$ cat config.mk
export PLATFORM = sky130hd
export DESIGN_NAME = alu_operand_stage
export DESIGN_NICKNAME = d
export VERILOG_FILES = /design/src/rtl/alu_src_pkg.sv /design/src/rtl/operand_fwd_mux.sv /design/src/rtl/alu_operand_stage.sv
export SDC_FILE = /design/constraint.sdc
export NUM_CORES = 1
export LEC_CHECK = 0
export CAP_MARGIN = 5
export CORE_MARGIN = 8
export CORE_UTILIZATION = 39
export CTS_CLUSTER_DIAMETER = 40
export DETAILED_ROUTE_END_ITERATION = 16
export GPL_ROUTABILITY_DRIVEN = 0
export PLACE_DENSITY = 0.86
export SETUP_SLACK_MARGIN = 0.5
export SLEW_MARGIN = 5
export SYNTH_ARGS = -nofsm -noshare
export SYNTH_HDL_FRONTEND = slang
export SYNTH_SLANG_ARGS = --single-unit
$ cat constraint.sdc
create_clock -name clk -period 4 [get_ports clk]
set_clock_uncertainty 0.15 [all_clocks]
set_input_delay 0.8 -clock clk [delete_from_list [all_inputs] [get_ports clk]]
set_output_delay 0.8 -clock clk [all_outputs]
set_load 0.05 [all_outputs]
$ cat src/rtl/alu_src_pkg.sv
// Shared encodings for the ID/EX operand stage: ALU operand source codes
// and forwarding-source reports.
package alu_src_pkg;

  // Operand source code: first name is operand A, second is operand B
  // (R1 = forwarded rs value, R2 = forwarded rt value, IM = immediate,
  // NU = zero, PC = instruction PC).
  typedef enum logic [2:0] {
    SRC_NULL  = 3'b000,
    SRC_R1_R2 = 3'b001,
    SRC_R1_IM = 3'b010,
    SRC_R1_NU = 3'b011,
    SRC_IM_NU = 3'b100,
    SRC_R2_R1 = 3'b101,
    SRC_PC_IM = 3'b110,
    SRC_RSVD  = 3'b111
  } alu_src_e;

  // Which write-back path supplied a register operand.
  typedef enum logic [1:0] {
    FWD_NONE  = 2'b00,
    FWD_EXMEM = 2'b01,
    FWD_MEMWB = 2'b10
  } fwd_sel_e;

endpackage

$ cat src/rtl/operand_fwd_mux.sv
// Read-after-write forwarding for one register operand. EX/MEM is the
// younger result, so it wins over MEM/WB when both target the same index.
// Forwarding is compiled in only when ALU_OPERAND_FWD_EN is defined;
// otherwise the raw register-file read passes straight through.
module operand_fwd_mux
  import alu_src_pkg::*;
#(
  parameter int DATA_WID     = 16,
  parameter int REG_ADDR_WID = 4
) (
  input  logic [REG_ADDR_WID-1:0] rd_addr,
  input  logic [DATA_WID-1:0]     rd_data,
  input  logic                    exmem_wr_en,
  input  logic [REG_ADDR_WID-1:0] exmem_wr_addr,
  input  logic [DATA_WID-1:0]     exmem_wr_data,
  input  logic                    memwb_wr_en,
  input  logic [REG_ADDR_WID-1:0] memwb_wr_addr,
  input  logic [DATA_WID-1:0]     memwb_wr_data,
  output logic [DATA_WID-1:0]     fwd_data,
  output fwd_sel_e                fwd_sel
);

`ifdef ALU_OPERAND_FWD_EN
  // Priority compare against the two pending write-backs; index 0 is an
  // ordinary register here, not a hard-wired zero.
  always_comb begin
    // NOTE: defaults first so every path assigns both outputs (no latch).
    fwd_data = rd_data;
    fwd_sel  = FWD_NONE;
    if (exmem_wr_en && (exmem_wr_addr == rd_addr)) begin
      fwd_data = exmem_wr_data;
      fwd_sel  = FWD_EXMEM;
    end else if (memwb_wr_en && (memwb_wr_addr == rd_addr)) begin
      fwd_data = memwb_wr_data;
      fwd_sel  = FWD_MEMWB;
    end
  end
`else
  // Forwarding disabled: hazards are resolved by external stalls.
  assign fwd_data = rd_data;
  assign fwd_sel  = FWD_NONE;

  logic unused_fwd;
  assign unused_fwd = ^{rd_addr, exmem_wr_en, exmem_wr_addr, exmem_wr_data,
                        memwb_wr_en, memwb_wr_addr, memwb_wr_data};
`endif

endmodule

$ cat src/rtl/alu_operand_stage.sv
// ID/EX operand staging register: forwards rs/rt operands, selects ALU
// operands A/B from forwarded values, immediate and PC, and registers them
// with flush > stall > load priority. Optional macro: ALU_OPERAND_FWD_EN.
module alu_operand_stage
  import alu_src_pkg::*;
#(
  parameter int DATA_WID     = 16,
  parameter int REG_ADDR_WID = 4
) (
  input  logic                    clk,
  input  logic                    rst,
  input  logic [2:0]              alu_src,
  input  logic                    in_valid,
  input  logic                    stall,
  input  logic                    flush,
  input  logic [REG_ADDR_WID-1:0] rs_addr,
  input  logic [REG_ADDR_WID-1:0] rt_addr,
  input  logic [DATA_WID-1:0]     read_data_A,
  input  logic [DATA_WID-1:0]     read_data_B,
  input  logic [DATA_WID-1:0]     immediate,
  input  logic [DATA_WID-1:0]     pc,
  input  logic                    exmem_wr_en,
  input  logic                    memwb_wr_en,
  input  logic [REG_ADDR_WID-1:0] exmem_wr_addr,
  input  logic [REG_ADDR_WID-1:0] memwb_wr_addr,
  input  logic [DATA_WID-1:0]     exmem_wr_data,
  input  logic [DATA_WID-1:0]     memwb_wr_data,
  output logic [DATA_WID-1:0]     srcdata_a,
  output logic [DATA_WID-1:0]     srcdata_b,
  output logic [DATA_WID-1:0]     memdata,
  output logic                    out_valid,
  output logic [1:0]              fwd_sel_a,
  output logic [1:0]              fwd_sel_b
);

  logic [DATA_WID-1:0] fa, fb;
  fwd_sel_e            fsel_a, fsel_b;
  logic [DATA_WID-1:0] sel_a, sel_b;

  operand_fwd_mux #(.DATA_WID(DATA_WID), .REG_ADDR_WID(REG_ADDR_WID)) u_fwd_a (
    .rd_addr       (rs_addr),
    .rd_data       (read_data_A),
    .exmem_wr_en   (exmem_wr_en),
    .exmem_wr_addr (exmem_wr_addr),
    .exmem_wr_data (exmem_wr_data),
    .memwb_wr_en   (memwb_wr_en),
    .memwb_wr_addr (memwb_wr_addr),
    .memwb_wr_data (memwb_wr_data),
    .fwd_data      (fa),
    .fwd_sel       (fsel_a)
  );

  operand_fwd_mux #(.DATA_WID(DATA_WID), .REG_ADDR_WID(REG_ADDR_WID)) u_fwd_b (
    .rd_addr       (rt_addr),
    .rd_data       (read_data_B),
    .exmem_wr_en   (exmem_wr_en),
    .exmem_wr_addr (exmem_wr_addr),
    .exmem_wr_data (exmem_wr_data),
    .memwb_wr_en   (memwb_wr_en),
    .memwb_wr_addr (memwb_wr_addr),
    .memwb_wr_data (memwb_wr_data),
    .fwd_data      (fb),
    .fwd_sel       (fsel_b)
  );

  // Operand select from the source code; reserved code yields zeros.
  always_comb begin
    sel_a = '0;
    sel_b = '0;
    case (alu_src_e'(alu_src))
      SRC_R1_R2: begin sel_a = fa;        sel_b = fb;        end
      SRC_R1_IM: begin sel_a = fa;        sel_b = immediate; end
      SRC_R1_NU: begin sel_a = fa;                           end
      SRC_IM_NU: begin sel_a = immediate;                    end
      SRC_R2_R1: begin sel_a = fb;        sel_b = fa;        end
      SRC_PC_IM: begin sel_a = pc;        sel_b = immediate; end
      default:   ;
    endcase
  end

  // Staging register: flush beats stall, stall beats load; a load of an
  // invalid slot clears the payload so bubbles carry no stale data.
  always_ff @(posedge clk or posedge rst) begin
    // NOTE: non-blocking assignments keep every register sampling pre-edge values.
    if (rst) begin
      out_valid <= 1'b0;
      srcdata_a <= '0;
      srcdata_b <= '0;
      memdata   <= '0;
      fwd_sel_a <= '0;
      fwd_sel_b <= '0;
    end else if (flush) begin
      out_valid <= 1'b0;
      srcdata_a <= '0;
      srcdata_b <= '0;
      memdata   <= '0;
      fwd_sel_a <= '0;
      fwd_sel_b <= '0;
    end else if (!stall) begin
      out_valid <= in_valid;
      if (in_valid) begin
        srcdata_a <= sel_a;
        srcdata_b <= sel_b;
        memdata   <= fb;
        fwd_sel_a <= fsel_a;
        fwd_sel_b <= fsel_b;
      end else begin
        srcdata_a <= '0;
        srcdata_b <= '0;
        memdata   <= '0;
        fwd_sel_a <= '0;
        fwd_sel_b <= '0;
      end
    end
  end

endmodule

After elaboration in Yosys (flattened, before gate mapping)
Index checks and enable logic that the tools add are counted.

word-level totals
  register bits after elaboration = 51
  bits in read-only memories = 0
  input port bits = 122
  output and inout bits = 53
  latch bits = 0
  RAM bits = 0
  logic and storage cells = 29
  memories = 0

operators by class
  bitwise gates (word level) = 0
  eq/ne operators = 7
  shift-type cells = 0
  $lt $le $gt $ge = 0
  add/subtract/negate cells = 0
  muxes and demuxes = 15
  reductions and logical operators = 2
  multipliers = 0
  divide/modulo/power cells = 0

operator list
  operator                                                                  count
  16-bit two-way mux                                                        9
  16-bit case mux with 4 select lines                                       1
  16-bit case mux with 3 select lines                                       1
  3-bit == test (second input constant)                                     3
  3-bit by 2-bit == test with 1-bit output (second input constant)          2
  2-bit two-way mux                                                         2
  3-bit by 1-bit == test with 1-bit output (second input constant)          1
  3-bit OR reduction                                                        1
  1-bit two-way mux                                                         2
  2-bit by 1-bit inequality test with 1-bit output (second input constant)  1
  2-bit OR reduction                                                        1

Depth between registers and ports, before layout
Gate-level depths: netlist of the first run.

  depth in word-level cells = 6
  gate-level depth with buffers = 6
  gate-level depth less buffers = 3

Cells and area by module
Synthesis of the first run repeated with hierarchy kept, for this count alone.

unflattened totals
  cells, all modules = 278
  area total of the unflattened synthesis = 3032.9 µm²

by module, submodules not included
  module             seq. area each (µm²)  instances  cells an instance  area each (µm²)
  alu_operand_stage  1326.3                1          240                2755.1
  operand_fwd_mux    0.0                   2          19                 138.9

Least setup slack after synthesis of the first run
OpenSTA, ideal clock, no wires.

  path kind = input to register
  start = input alu_src[2]
  end = register srcdata_a[9]
  stages on the path = 6
  path buffers = 3
  setup time = 121 ps
  data arrival time = 1824 ps
  required time = 3729 ps
  setup slack = 1905 ps
  path through = buf_2 or3_1 and3_1 buf_6 buf_8 a22o_1

between the ends
  word-level cells in the longest chain between the ends = 6
  elaborated cells between the ends (all ways) = 11
  classes of those cells = eq/ne: 6; mux: 4; reduce/logical: 1

RTL lines
  item                                                                                                         line                      text
  start: declaration                                                                                           alu_operand_stage.sv:12   input logic [2:0] alu_src,
  3-bit by 2-bit == test with 1-bit output / 3-bit by 1-bit == test with 1-bit output (equally long branches)  alu_operand_stage.sv:70   case (alu_src_e'(alu_src))
  3-bit OR reduction (no source line)                                                                          --
  16-bit case mux with 4 select lines *                                                                        alu_operand_stage.sv:70
  16-bit two-way mux *                                                                                         alu_operand_stage.sv:101  if (in_valid) begin
  16-bit two-way mux *                                                                                         alu_operand_stage.sv:99   end else if (!stall) begin
  16-bit two-way mux *                                                                                         alu_operand_stage.sv:92   end else if (flush) begin
  end signal: assignment                                                                                       alu_operand_stage.sv:102  srcdata_a <= sel_a;
  end: declaration                                                                                             alu_operand_stage.sv:28   output logic [DATA_WID-1:0] srcdata_a,

Mark *: on every way between the ends. The rest lies on a longest branch, timed or not. The select of a mux whose other input is x is not followed.
A chain may end at the register's enable or synchronous reset.

Worst setup path in the final report of the first run
  start = input alu_src[1]
  end = register srcdata_b[7]

between the ends
  word-level cells in the longest chain between the ends = 6
  elaborated cells between the ends (all ways) = 9
  classes of those cells = eq/ne: 4; mux: 4; reduce/logical: 1

RTL lines
  item                                                                              line                      text
  3-bit == test / 3-bit by 2-bit == test with 1-bit output (equally long branches)  alu_operand_stage.sv:70
  2-bit OR reduction (no source line)                                               --
  16-bit case mux with 3 select lines *                                             alu_operand_stage.sv:70
  16-bit two-way mux *                                                              alu_operand_stage.sv:101
  16-bit two-way mux *                                                              alu_operand_stage.sv:99
  16-bit two-way mux *                                                              alu_operand_stage.sv:92
  end signal: assignment                                                            alu_operand_stage.sv:103  srcdata_b <= sel_b;
  end: declaration                                                                  alu_operand_stage.sv:29   output logic [DATA_WID-1:0] srcdata_b,

Marked as above.

==> results of run 1 <==
==> cell usage in the layout, fill, tap and decap left out, types with 3 or more instances in the layout <==
master,instances
nor2_1,15
o2bb2ai_1,16
nor2b_1,3
clkbuf_8,6
conb_1,4
a221oi_1,15
a22o_1,47
buf_4,6
clkdlybuf4s50_1,119
mux2i_1,31
dfrtp_1,49
nand2b_1,16
==> worst register-to-register path, cell delays in order (launching register included) <==
cell	delay, ns
dfrtp_1	0.38
and3b_1	0.20
a211oi_1	0.18
a2bb2oi_1	0.09
==> cells by family (layout without fill, tap and decap cells) <==
family,count (synthesis),count (layout),share of synthesized area
multiplexers,32,32,0.120
AND/OR/NAND/NOR,42,42,0.0884
AO/OA/AOI/OAI,82,82,0.267
other,1,4,0.00140
flip-flops,49,49,0.458
buffers and inverters,31,134,0.0650
==> how the worst max path moves through the flow <==
stage	endpoint	slack [ns]	cells after the start
after floorplan	memdata[0]$_DFFE_PP0P_	1.88	1
after global placement	srcdata_b[6]$_DFFE_PP0P_	0.87	4
after detailed placement	srcdata_b[7]$_DFFE_PP0P_	0.77	4
after CTS	srcdata_b[7]$_DFFE_PP0P_	1.08	4
after global routing	srcdata_b[7]$_DFFE_PP0P_	0.96	4
final	srcdata_b[7]$_DFFE_PP0P_	1.07	4
==> report_power, final <==
| group | total, mW | leakage (nW) | internal [mW] | switching [mW] |
|---|---|---|---|---|
| combinational | 0.326 | 1.02 | 0.143 | 0.182 |
| clock | 0.296 | 0.0443 | 0.138 | 0.158 |
| sequential | 0.523 | 0.672 | 0.512 | 0.0104 |
| total | 1.14 | 1.73 | 0.793 | 0.350 |
==> sequential cells by signal, summed over array words and instances, names as in the netlist <==
| name | flops |
|---|---|
| out_valid | 1 |
| srcdata_b | 16 |
| memdata | 16 |
| srcdata_a | 16 |
==> metal layers <==
layer,global-route usage,vias to the layer above
li1,-,1118
met1,0.225,1233
met2,0.327,125
met3,0.0796,10
met4,0.0531,0
met5,0,-
==> metrics by stage <==
step	total power, mW	setup slack (ns)	cells
finish	1.14	1.07	423
global route	1.20	0.958	423
CTS	1.16	1.08	423
detailed placement	0.858	0.769	416
global placement	0.850	0.867	416
floorplan	0.714	1.88	240
==> cell type report <==
type	count	area, um2	share of cell area
multi-input cells	160	1300	0.329
repair buffers	126	1240	0.314
flip-flops and latches	49	1230	0.310
well taps	80	100	0.0253
clock buffers	7	86.3	0.0218
inverters	1	3.75	0.000948
==> synthesized netlist by cell type, types with 2 or more instances <==
| cell | number | share of area |
|---|---|---|
| a221oi_1 | 15 | 0.049 |
| a22o_1 | 47 | 0.15 |
| buf_2 | 13 | 0.024 |
| buf_4 | 4 | 0.011 |
| buf_6 | 2 | 0.0084 |
| clkbuf_1 | 10 | 0.014 |
| dfrtp_1 | 49 | 0.46 |
| mux2i_1 | 31 | 0.12 |
| nand2b_1 | 16 | 0.037 |
| nor2_1 | 15 | 0.021 |
| nor2b_1 | 4 | 0.0093 |
| o2bb2ai_1 | 16 | 0.052 |
==> qor.yml, run 1 <==
status:
  status: "finished, final reports clean"
power_and_ir_drop:
  irDropWorstVdd_mv: 0.157
  p_leak_nw: 1.73
  power_density_nw_per_um2: 289
logic_synthesis:
  async_flop_share: 1.00
  seq_area_frac_synth: 0.458
  synth_cells: 237
  syn_area_um2: 2680
  ys_seq_elements: 49
  ys.flop_type: "dfrtp_1"
  yosysUniqueCellTypes: 27
  synth.avg_cell_area_um2: 11.3
  synth-edff-count: 0
  synth_warnings: 0
die:
  rows: 30
  die_y_um: 98.8
  die_x_um: 98.8
  core-area_um2: 6720
  initial_core_util: 0.398
  ioPinCount: 175
  die_area_um2: 9770
placement:
  dpl_cell_area_um2: 3870
  port_buffers: 120
  place_hpwl_um: 6770
cells_and_area:
  final_area_um2: 3960
  fin_nets: 465
  layout-area-overhead-vs-synth_pct: 47.9
  antennaDiodeCount: 0
  layout-drive-gt1-share: 0.0496
  fill_cells: 556
  post-route-util: 0.589
global_routing:
  grt_use_total: 0.196
  grt_pass1_vias: 2765
  antenna_found_initial: 0
  grt_remaining_overflow: 0
  grt_max_degree: 50
  grt_pass1_wl_um: 15200
clock_tree:
  hold_buffers: 0
  clkLatencyLatePin_ns: 0.29
  post-cts-setup-buffers: 0
  cts_root_buffer: "clkbuf_8"
  cts_buffer_depth: 2
  cts_tree: "yes"
  htreeDepth: 2
  clkSinkCount: 49
  clkTransAtPathRegs_ns: 0.09
  cts_inserted_buffers: 5
  cts_repair_resize_count: 0
sta:
  period_share: 0.732
  hold_viol: 0
  fin_hold_ws_ns: 0.343
  worst_slew_pin_slew_ns: 1.09
  slew_headroom: 0.275
  fin_setup_tns_ns: 0
  report.final.setup_viol: 0
  max_freq_ghz: 0.341
  rsz0062_at_grt: "no"
  slew_violations: 0
  period_needed_ns: 2.93
critical_path:
  critPathMaxFanout: 19
  crit_slowest_cell: "clkdlybuf4s50_1"
  critPathTopFamily: "buffers and inverters"
  rr_worst_depth: 3
  path_buf_inv: 1
  startpoint: "alu_src[1]"
  arrival_ns: 2.97
  crit_type: "primary input to flip-flop"
  end_kind: "flip-flop"
  r2r_slack_ns: 2.90
  worst_ep_required_time_ns: 4.04
  reg2reg_from: "srcdata_a[15]$_DFFE_PP0P_"
  r2r-end: "srcdata_a[15]$_DFFE_PP0P_"
  slowest_delay_ns: 0.97
  start_kind: "primary input"
  cp_cell_sequence: "clkdlybuf4s50_1 -> nand2b_1 -> o2bb2ai_1 -> a22o_1"
drt:
  wl_per_cell_um: 22.5
  wl_um: 9500
  drtAntennaViolNets: 0
  drc: 0
  viasPerCell: 5.88
  first_pass_iters: 4
  highest_layer: "met4"
  wl_met2_um: 4600
  first_iter_violations: 85
  via_count: 2486
  met1_length_um: 3800
  wl_met3_um: 1010
hold_path:
  whs_path_depth: 1
  hold_end: "out_valid$_DFFE_PP0P_"
  hold_start: "out_valid$_DFFE_PP0P_"
  min_path_type: "flip-flop to flip-flop"
flow_run:
  maxCapViolations: 0
(Power assumes the default switching activity.)
==> inputs of run 2 (changes only) <==
- CORE_UTILIZATION: 39 -> 36
- PLACE_DENSITY: 0.86 -> 0.8
- clock period: 4 -> 2.94 ns (I/O delays scaled with it)
==> run 2 against run 1 <==
Compared with the run above: final area up 2.6%; utilization down 2.6 points; global-route usage down 2.5 points; clock power up 31%; combinational power up 37%; non-clock buffer count up 7; first-iteration DRC count down 26%; cell count up 6.4%; flip-flop and latch count unchanged; critical endpoint is now srcdata_b[5]; highest routed layer unchanged.
==> qor.yml, run 2 (synthesis results as in run 1) <==
status:
  status: "finished, final reports clean"
critical_path:
  startpoint: "srcdata_b[5]$_DFFE_PP0P_"
  cp_cell_sequence: "clkdlybuf4s50_1"
  cp.depth: 1
  r2r-end: "srcdata_a[15]$_DFFE_PP0P_"
  end_kind: "output pin"
  crit_slowest_cell: "clkdlybuf4s50_1"
  endpoint: "srcdata_b[5]"
  critPathTopFamily: "buffers and inverters"
  worst_ep_required_time_ns: 2.20
  slowest_delay_ns: 0.83
  arrival_ns: 1.52
  start_kind: "flip-flop"
  crit_type: "flip-flop to output pin"
  r2r_slack_ns: 1.83
  rr_worst_depth: 3
  path_buf_inv: 1
  critPathMaxFanout: 2
  reg2reg_from: "srcdata_a[15]$_DFFE_PP0P_"
drt:
  drc: 0
  first_iter_violations: 63
  via_count: 2457
  drtAntennaViolNets: 0
  wl_um: 8840
  first_pass_iters: 4
  viasPerCell: 5.46
  wl_per_cell_um: 19.6
clock_tree:
  cts_inserted_buffers: 5
  cts_root_buffer: "clkbuf_8"
  clkLatencyLatePin_ns: 0.29
  htreeDepth: 2
  post-cts-setup-buffers: 0
  cts_repair_resize_count: 0
  clkTransAtPathRegs_ns: 0.09
  hold_buffers: 0
  cts_tree: "yes"
  clkSinkCount: 49
  cts_buffer_depth: 2
cells_and_area:
  fin_cells: 450
  layout_common_cells: "119 x clkdlybuf4s50_1, 49 x dfrtp_1, 47 x a22o_1, 31 x mux2i_1"
  antennaDiodeCount: 0
  layout-area-overhead-vs-synth_pct: 51.7
  mostFrequentLayoutCell: "clkdlybuf4s50_1"
  top_regs: "memdata: 16 flops, srcdata_a: 16 flops, srcdata_b: 16 flops"
  fin_nets: 472
  layout-drive-gt1-share: 0.0741
sta:
  fin_setup_tns_ns: 0
  report.final.setup_viol: 0
  period_needed_ns: 2.26
  slew_headroom: 0.571
  hold_viol: 0
  worst_slew_pin_slew_ns: 0.644
  slew_violations: 0
  max_freq_ghz: 0.442
  period_share: 0.770
  rsz0062_at_grt: "no"
  setup_slack_ns: 0.677
  fin_hold_ws_ns: 0.339
global_routing:
  grt_pass1_wl_um: 13900
  grt_remaining_overflow: 0
  grt_pass1_vias: 2645
  grt_use_total: 0.171
  antenna_found_initial: 0
  grt_max_degree: 49
die:
  die_y_um: 102
  ioPinCount: 175
  core-area_um2: 7210
  rows: 31
  initial_core_util: 0.371
  die_area_um2: 10400
  die_x_um: 102
hold_path:
  min_path_type: "flip-flop to flip-flop"
placement:
  place_hpwl_um: 6700
  dpl_worst_slack_ns: 0.417
  port_buffers: 120
  dp_cells: 442
power_and_ir_drop:
  power_density_nw_per_um2: 381
  irDropWorstVdd_mv: 0.167
  p_leak_nw: 1.77
flow_run:
  maxCapViolations: 0
## run 2: cell count changes in the layout (fill, tap and decap cells not counted), sizes merged
| cell | previous run | this run |
|---|---|---|
| buf | 7 | 14 |
| clkinvlp | 0 | 1 |
| clkinv | 0 | 2 |
| clkbuf | 7 | 5 |
## run 2: worst min-delay path by stage
stage	start	to	slack (ns)	cells past startpoint
2_1_floorplan	read_data_B[0]	memdata[0]$_DFFE_PP0P_	0.57	1
3_3_place_gp	out_valid$_DFFE_PP0P_	out_valid$_DFFE_PP0P_	0.31	1
3_5_place_dp	out_valid$_DFFE_PP0P_	out_valid$_DFFE_PP0P_	0.32	1
4_1_cts	out_valid$_DFFE_PP0P_	out_valid$_DFFE_PP0P_	0.34	1
5_1_grt	out_valid$_DFFE_PP0P_	out_valid$_DFFE_PP0P_	0.37	1
6_report	out_valid$_DFFE_PP0P_	out_valid$_DFFE_PP0P_	0.34	1
## run 2: area by class of cell
type                            instances  area [um2]
Fill cell                             663        3150
Clock buffer                            5        68.8
Sequential cell                        49        1230
Tap cell                               99         124
Clock inverter                          3        17.5
Multi-Input combinational cell        160        1300
Inverter                                1        3.75
Timing Repair Buffer                  133        1320
## run 2: per-layer routing
layer,GRT usage,up-vias,wire (um)
met5,0,-,0
met4,0.0621,0,182
met3,0.0511,17,682
met2,0.269,101,4220
met1,0.215,1202,3750
li1,-,1137,-
## run 2: power by group
part           leakage, nW  internal, mW  switching (mW)
logic                 1.06         0.205           0.244
registers            0.672         0.697          0.0137
clock network       0.0439         0.165           0.223
total                 1.77          1.07           0.481
## run 2: stage by stage
stage	cell area (um2)	utilization	power (mW)
2_1_floorplan	2690	-	0.971
3_5_place_dp	3970	0.551	1.17
6_report	4060	0.563	1.55
4_1_cts	4060	0.563	1.57
3_3_place_gp	3970	0.551	1.17
5_1_grt	4060	0.563	1.63
